[config.mk]
export PLATFORM = sky130hd
export DESIGN_NAME = dual_port_cmd_driver
export DESIGN_NICKNAME = d
export VERILOG_FILES = /design/src/rtl/dual_port_cmd_driver_pkg.sv /design/src/rtl/dual_port_cmd_driver_cmd_fifo.sv /design/src/rtl/dual_port_cmd_driver.sv
export SDC_FILE = /design/constraint.sdc
export NUM_CORES = 1
export LEC_CHECK = 0
export CAP_MARGIN = 20
export CORE_MARGIN = 2
export CORE_UTILIZATION = 48
export CTS_CLUSTER_DIAMETER = 200
export DETAILED_ROUTE_END_ITERATION = 8
export MAX_ROUTING_LAYER = met4
export PLACE_DENSITY = 0.75
export RECOVER_POWER = 50
export SLEW_MARGIN = 20
export SYNTH_ARGS = -nofsm -noshare
export SYNTH_HDL_FRONTEND = slang
export SYNTH_SLANG_ARGS = --single-unit
[constraint.sdc]
create_clock -name clk -period 1.65 [get_ports clk]
set_input_delay 0.2475 -clock clk [delete_from_list [all_inputs] [get_ports clk]]
set_output_delay 0.2475 -clock clk [all_outputs]
set_load 0.005 [all_outputs]
[src/rtl/dual_port_cmd_driver_pkg.sv]
// Shared types for the dual-port command driver: FSM states, op codes and
// the command word carried through the FIFO.
package dual_port_cmd_pkg;

   localparam int CMD_AW = 8;
   localparam int CMD_DW = 8;

   typedef enum logic [1:0] {
      IDLE   = 2'd0,
      SEND_A = 2'd1,
      SEND_B = 2'd2,
      RESP   = 2'd3
   } state_e;

   localparam logic OP_STREAM = 1'b0;
   localparam logic OP_READ   = 1'b1;

   typedef struct packed {
      logic              op;
      logic [CMD_AW-1:0] addr;
      logic [CMD_DW-1:0] data;
   } cmd_t;

endpackage

[src/rtl/dual_port_cmd_driver_cmd_fifo.sv]
// Command FIFO. Pointers carry one wrap bit above the index so full and
// empty are told apart without a separate occupancy counter.
module cmd_fifo
   import dual_port_cmd_pkg::*;
#(
   parameter int DEPTH = 4
) (
   input  logic clk,
   input  logic rst_n,
   input  logic push,
   input  logic pop,
   input  cmd_t wdata,
   output cmd_t rdata,
   output logic full,
   output logic empty
);

   localparam int IW = (DEPTH > 1) ? $clog2(DEPTH) : 1;

   logic [IW:0] wr_ptr;
   logic [IW:0] rd_ptr;
   cmd_t        mem [DEPTH];
   logic        do_push;
   logic        do_pop;

   assign do_push = push && !full;
   assign do_pop  = pop && !empty;

   assign empty = (wr_ptr == rd_ptr);
   assign full  = (wr_ptr[IW] != rd_ptr[IW]) && (wr_ptr[IW-1:0] == rd_ptr[IW-1:0]);
   assign rdata = mem[rd_ptr[IW-1:0]];

   // Pointer update; reset empties the FIFO.
   always_ff @(posedge clk or negedge rst_n) begin
      if (!rst_n) begin
         wr_ptr <= '0;
         rd_ptr <= '0;
      end else begin
         if (do_push) wr_ptr <= wr_ptr + 1'b1;
         if (do_pop)  rd_ptr <= rd_ptr + 1'b1;
      end
   end

   // Storage write; contents are don't-care until pointed at by a push.
   always_ff @(posedge clk) begin
      if (do_push) mem[wr_ptr[IW-1:0]] <= wdata;
   end

endmodule

[src/rtl/dual_port_cmd_driver.sv]
// Executes queued host commands one at a time on port A (stream write) or
// port B (address read) and returns the handshake-cycle byte to the host.
//
//   state  | meaning
//   IDLE   | waiting for a queued command; pops the head when one exists
//   SEND_A | a_valid_o high, waiting for a_ready_i
//   SEND_B | b_valid_o high, waiting for b_ready_i
//   RESP   | rsp_valid_o high, waiting for rsp_ready_i
module dual_port_cmd_driver
   import dual_port_cmd_pkg::*;
#(
   parameter int DEPTH = 4,
   parameter int DW    = 8,   // must match CMD_DW
   parameter int AW    = 8    // must match CMD_AW
) (
   input  logic          clk,
   input  logic          rst_n,
   input  logic          cmd_valid_i,
   output logic          cmd_ready_o,
   input  logic          cmd_op_i,
   input  logic [AW-1:0] cmd_addr_i,
   input  logic [DW-1:0] cmd_data_i,
   output logic          a_valid_o,
   output logic [DW-1:0] a_data_o,
   input  logic          a_ready_i,
   input  logic [DW-1:0] a_rdata_i,
   output logic          b_valid_o,
   output logic [AW-1:0] b_addr_o,
   input  logic          b_ready_i,
   input  logic [DW-1:0] b_rdata_i,
   output logic          rsp_valid_o,
   output logic          rsp_op_o,
   output logic [DW-1:0] rsp_data_o,
   input  logic          rsp_ready_i,
   output logic          busy_o
);

   cmd_t          push_cmd;
   cmd_t          head;
   logic          full;
   logic          empty;
   logic          push;
   logic          pop;
   state_e        state;
   state_e        state_nxt;
   logic [DW-1:0] a_data;
   logic [AW-1:0] b_addr;
   logic          rsp_op;
   logic [DW-1:0] rsp_data;

   assign push_cmd = '{op: cmd_op_i, addr: cmd_addr_i, data: cmd_data_i};
   assign push     = cmd_valid_i && !full;

   cmd_fifo #(
      .DEPTH (DEPTH)
   ) u_fifo (
      .clk   (clk),
      .rst_n (rst_n),
      .push  (push),
      .pop   (pop),
      .wdata (push_cmd),
      .rdata (head),
      .full  (full),
      .empty (empty)
   );

   // State register.
   always_ff @(posedge clk or negedge rst_n) begin
      if (!rst_n) state <= IDLE;
      else        state <= state_nxt;
   end

   // Next-state and pop decode.
   always_comb begin
      state_nxt = state;
      pop       = 1'b0;
      case (state)
         IDLE: begin
            if (!empty) begin
               pop       = 1'b1;
               state_nxt = (head.op == OP_READ) ? SEND_B : SEND_A;
            end
         end
         SEND_A:  if (a_ready_i)   state_nxt = RESP;
         SEND_B:  if (b_ready_i)   state_nxt = RESP;
         RESP:    if (rsp_ready_i) state_nxt = IDLE;
         default: state_nxt = IDLE;
      endcase
   end

   // Request payloads; each port keeps its last byte/address across the other op.
   always_ff @(posedge clk or negedge rst_n) begin
      if (!rst_n) begin
         a_data <= '0;
         b_addr <= '0;
      end else if (pop) begin
         if (head.op == OP_STREAM) a_data <= head.data;
         else                      b_addr <= head.addr;
      end
   end

   // Response register, loaded only on the valid&&ready edge of the active port.
   always_ff @(posedge clk or negedge rst_n) begin
      if (!rst_n) begin
         rsp_op   <= OP_STREAM;
         rsp_data <= '0;
      end else if ((state == SEND_A) && a_ready_i) begin
         rsp_op   <= OP_STREAM;
         rsp_data <= a_rdata_i;
      end else if ((state == SEND_B) && b_ready_i) begin
         rsp_op   <= OP_READ;
         rsp_data <= b_rdata_i;
      end
   end

   // Valids decode straight from state so reset drops them immediately.
   assign a_valid_o   = (state == SEND_A);
   assign b_valid_o   = (state == SEND_B);
   assign rsp_valid_o = (state == RESP);
   assign a_data_o    = a_data;
   assign b_addr_o    = b_addr;
   assign rsp_op_o    = rsp_op;
   assign rsp_data_o  = rsp_data;
   assign cmd_ready_o = !full;
   assign busy_o      = !empty || (state != IDLE);

endmodule
==> qor.csv <==
metric;value;unit
routed.top_layer;met4;
ys_seq_area_share;69.6;%
nets;380;
viasPerCell;5.22;
antenna_found_initial;0;
post-place-ws;-0.349;ns
root_buffer;clkbuf_8;
synth_xor_area_share;2.37;%
dpl_cell_area;0.00513;sq mm
fin_skew;0.00944;ns
endpoint_kind;flip-flop;
cp_top_family;multiplexers;
syn_nets;266;
utilization;68.5;%
grt_usage;18.9;%
dieArea;0.00934;sq mm
wl_per_cell;18.2;um
cp_num_buf_inv;3;
cp_data_required_time;1.89;ns
drc_errors;0;
synth_mux_area_share;17.7;%
rsz0062_at_grt;yes;
netlist_area;0.00412;sq mm
core_area;0.00826;sq mm
grt_max_degree;34;
cp_slowest_cell;mux4_2;
setup_tns;-8.35;ns
drv_slew;0;
synth_top_area_cell;edfxtp_1;
diodes;0;
gp_congestion;0.765;
initial_core_util;49.9;%
cts_tree;built;
yosysUniqueCellTypes;28;
synth_top_area_share;49.6;%
grt-ovfl-total;0;
cts.sinks;101;
fmaxAchievable;520;MHz
grt_pass1_vias;2604;
cp_slowest_stage_delay;0.57;ns
cts_made_buffers;9;
path_common_cell;buf_6;
ys_warn_count;0;
wl_met2;4340;um
crit_arrival;2.16;ns
first_pass_iters;5;
yosys-top-cells-area;edfxtp_1 50%, dfrtp_1 20%, mux4_1 6.4%, mux2_2 4.1%, mux4_2 3.8%;
wl_met1;3350;um
wl_met3;324;um
power_density;1820;mW/mm^2
syn_avg_cell_area;19.0;sq um
clk_pin_slew_worst_paths;0.10;ns
rows;33;
synth_compound_area_share;2.22;%
worst_pin_slew;0.883;ns
port_buffers;68;
die_w;96.7;um
min_path_type;in2reg;
p_leak;2.23;nW
drt_iter0_drc;90;
fin_crit;1.92;ns
area_growth;37.4;%
synth_top_family_by_area;multiplexers;
fin_ws;-0.273;ns
die_y;96.7;um
io_pins;69;
ant_nets;0;
place.detailed.hpwl;5050;um
maxSlewHeadroom;41.2;%
routed_wl;8040;um
syn_inst;217;
worstPathMaxFanout;8;
vias;2302;
synth.ff_latch_count;101;
maxCapViolations;0;
vdd_drop_max;0.823;mV
period_share;117;%
final_area;0.00566;sq mm
insertion_delay;0.36;ns
clockBufferDepth;2;
violations;setup timing;
status;complete, but fails checks;
grt_pass1_wl;13400;um
synth_fa_ha_area_share;3.04;%
synth-simple-area-share;3.49;%
drive_gt1_share;31.3;%
htree_levels;3;
hold_violations;0;
setup_viol;90;
crit_path_cell_trace;buf_6 > buf_6 > mux4_2 > nor2_4 > buf_12 > mux2_4;
worst-setup-path-type;reg2reg;
startpoint_type;flip-flop;
## placed cells by master, fill, tap and decap left out, types with 3 or more instances in the layout
master and n:
edfxtp_1 68, clkdlybuf4s50_1 52, dfrtp_1 30, buf_4 24, mux2_4 16, nand2_1 13, mux2i_1 11, dlygate4sd3_1 11
mux4_1 10, clkbuf_8 9, o21ai_0 8, ha_1 8, buf_6 8, buf_12 8, mux4_2 7, inv_1 6
and3_4 4, inv_6 4, xnor2_1 3, dlygate4sd2_1 3, dfrtp_2 3
## registers in the layout (all words and copies together) (netlist names)
| signal | flops |
|---|---|
| rsp_data_o | 8 |
| b_addr_o | 8 |
| state | 2 |
| rsp_op_o | 1 |
| u_fifo.wr_ptr | 3 |
| a_data_o | 8 |
| u_fifo.rd_ptr | 3 |
| u_fifo.mem | 68 |
## worst paths after layout
check | start | endpoint | slack, ns | depth (start not counted)
max | u_fifo.rd_ptr[0] | a_data_o[2] | -0.27 | 6
min | a_rdata_i[5] | rsp_data_o[5] | 0.44 | 3
max reg2reg | u_fifo.rd_ptr[0] | a_data_o[2] | -0.27 | 6
min reg2reg | rsp_op_o | rsp_op_o | 0.52 | 2
max in group asynchronous | rst_n | u_fifo.rd_ptr[1] | 0.43 | 3
min in group asynchronous | rst_n | state[0] | 0.62 | 3
## worst min-delay path: stages
cell,delay [ns]
clkdlybuf4s50_1,0.39
nand2_1,0.05
o21ai_0,0.07
## logic make-up after synthesis
kind of cell	count (synthesis)
adders and majority gates	10
and+or+nand+nor	26
xor gates and xnor gates	9
AOI/OAI and AO/OA	13
buffers and inverters	13
muxes	45
DFF	101
## area by class of cell
class / instances / area (sq um)
Tap cell: 105 / 131
Clock inverter: 7 / 53.8
Fill cell: 546 / 2600
Sequential cell: 101 / 2870
Multi-Input combinational cell: 103 / 1350
Clock buffer: 9 / 124
Timing Repair Buffer: 109 / 1110
Inverter: 7 / 26.3
## metal layers
| layer | vias to the layer above | global-route usage (%) |
|---|---|---|
| met5 | - | - |
| met4 | 0 | 5.42 |
| met3 | 4 | 4.77 |
| met2 | 66 | 32.5 |
| met1 | 1171 | 22.1 |
| li1 | 1061 | - |
## synthesized netlist by cell type, drive strengths merged
cell and number:
xnor2 5, mux2i 11, buf 3, xor2 4, mux2 17, nand3 1
clkbuf 3, nand2 17, dfrtp 33, inv 7, o31ai 1, or4b 1
o31a 1, a222oi 1, nor2 2, o21ai 9, ha 10, edfxtp 68
and3 4, mux4 17, a21oi 1, and2 1
## power breakdown
group	switching, mW	internal, mW	total, mW
sequential	0.378	3.57	3.94
combinational	1.95	2.96	4.91
clock	0.878	0.572	1.45
## metrics by stage
| stage | hold WS (ns) | total power [mW] | instances |
|---|---|---|---|
| finish | 0.441 | 10.3 | 441 |
| global route | 0.455 | 10.9 | 441 |
| CTS | 0.366 | 10.2 | 440 |
| detailed placement | 0.228 | 8.01 | 412 |
| global placement | 0.225 | 7.85 | 412 |
| floorplan | -0.0481 | 6.08 | 217 |
## repair_timing
item,in CTS,in global routing
setup endpoints to repair,93,24
buffers inserted,11,2
hold buffers,1,0
pin swaps,9,4
cloned,0,0
hold endpoints to repair,33,0
gates resized for setup,46,9
Note: power is estimated with default switching activity, not from simulation.
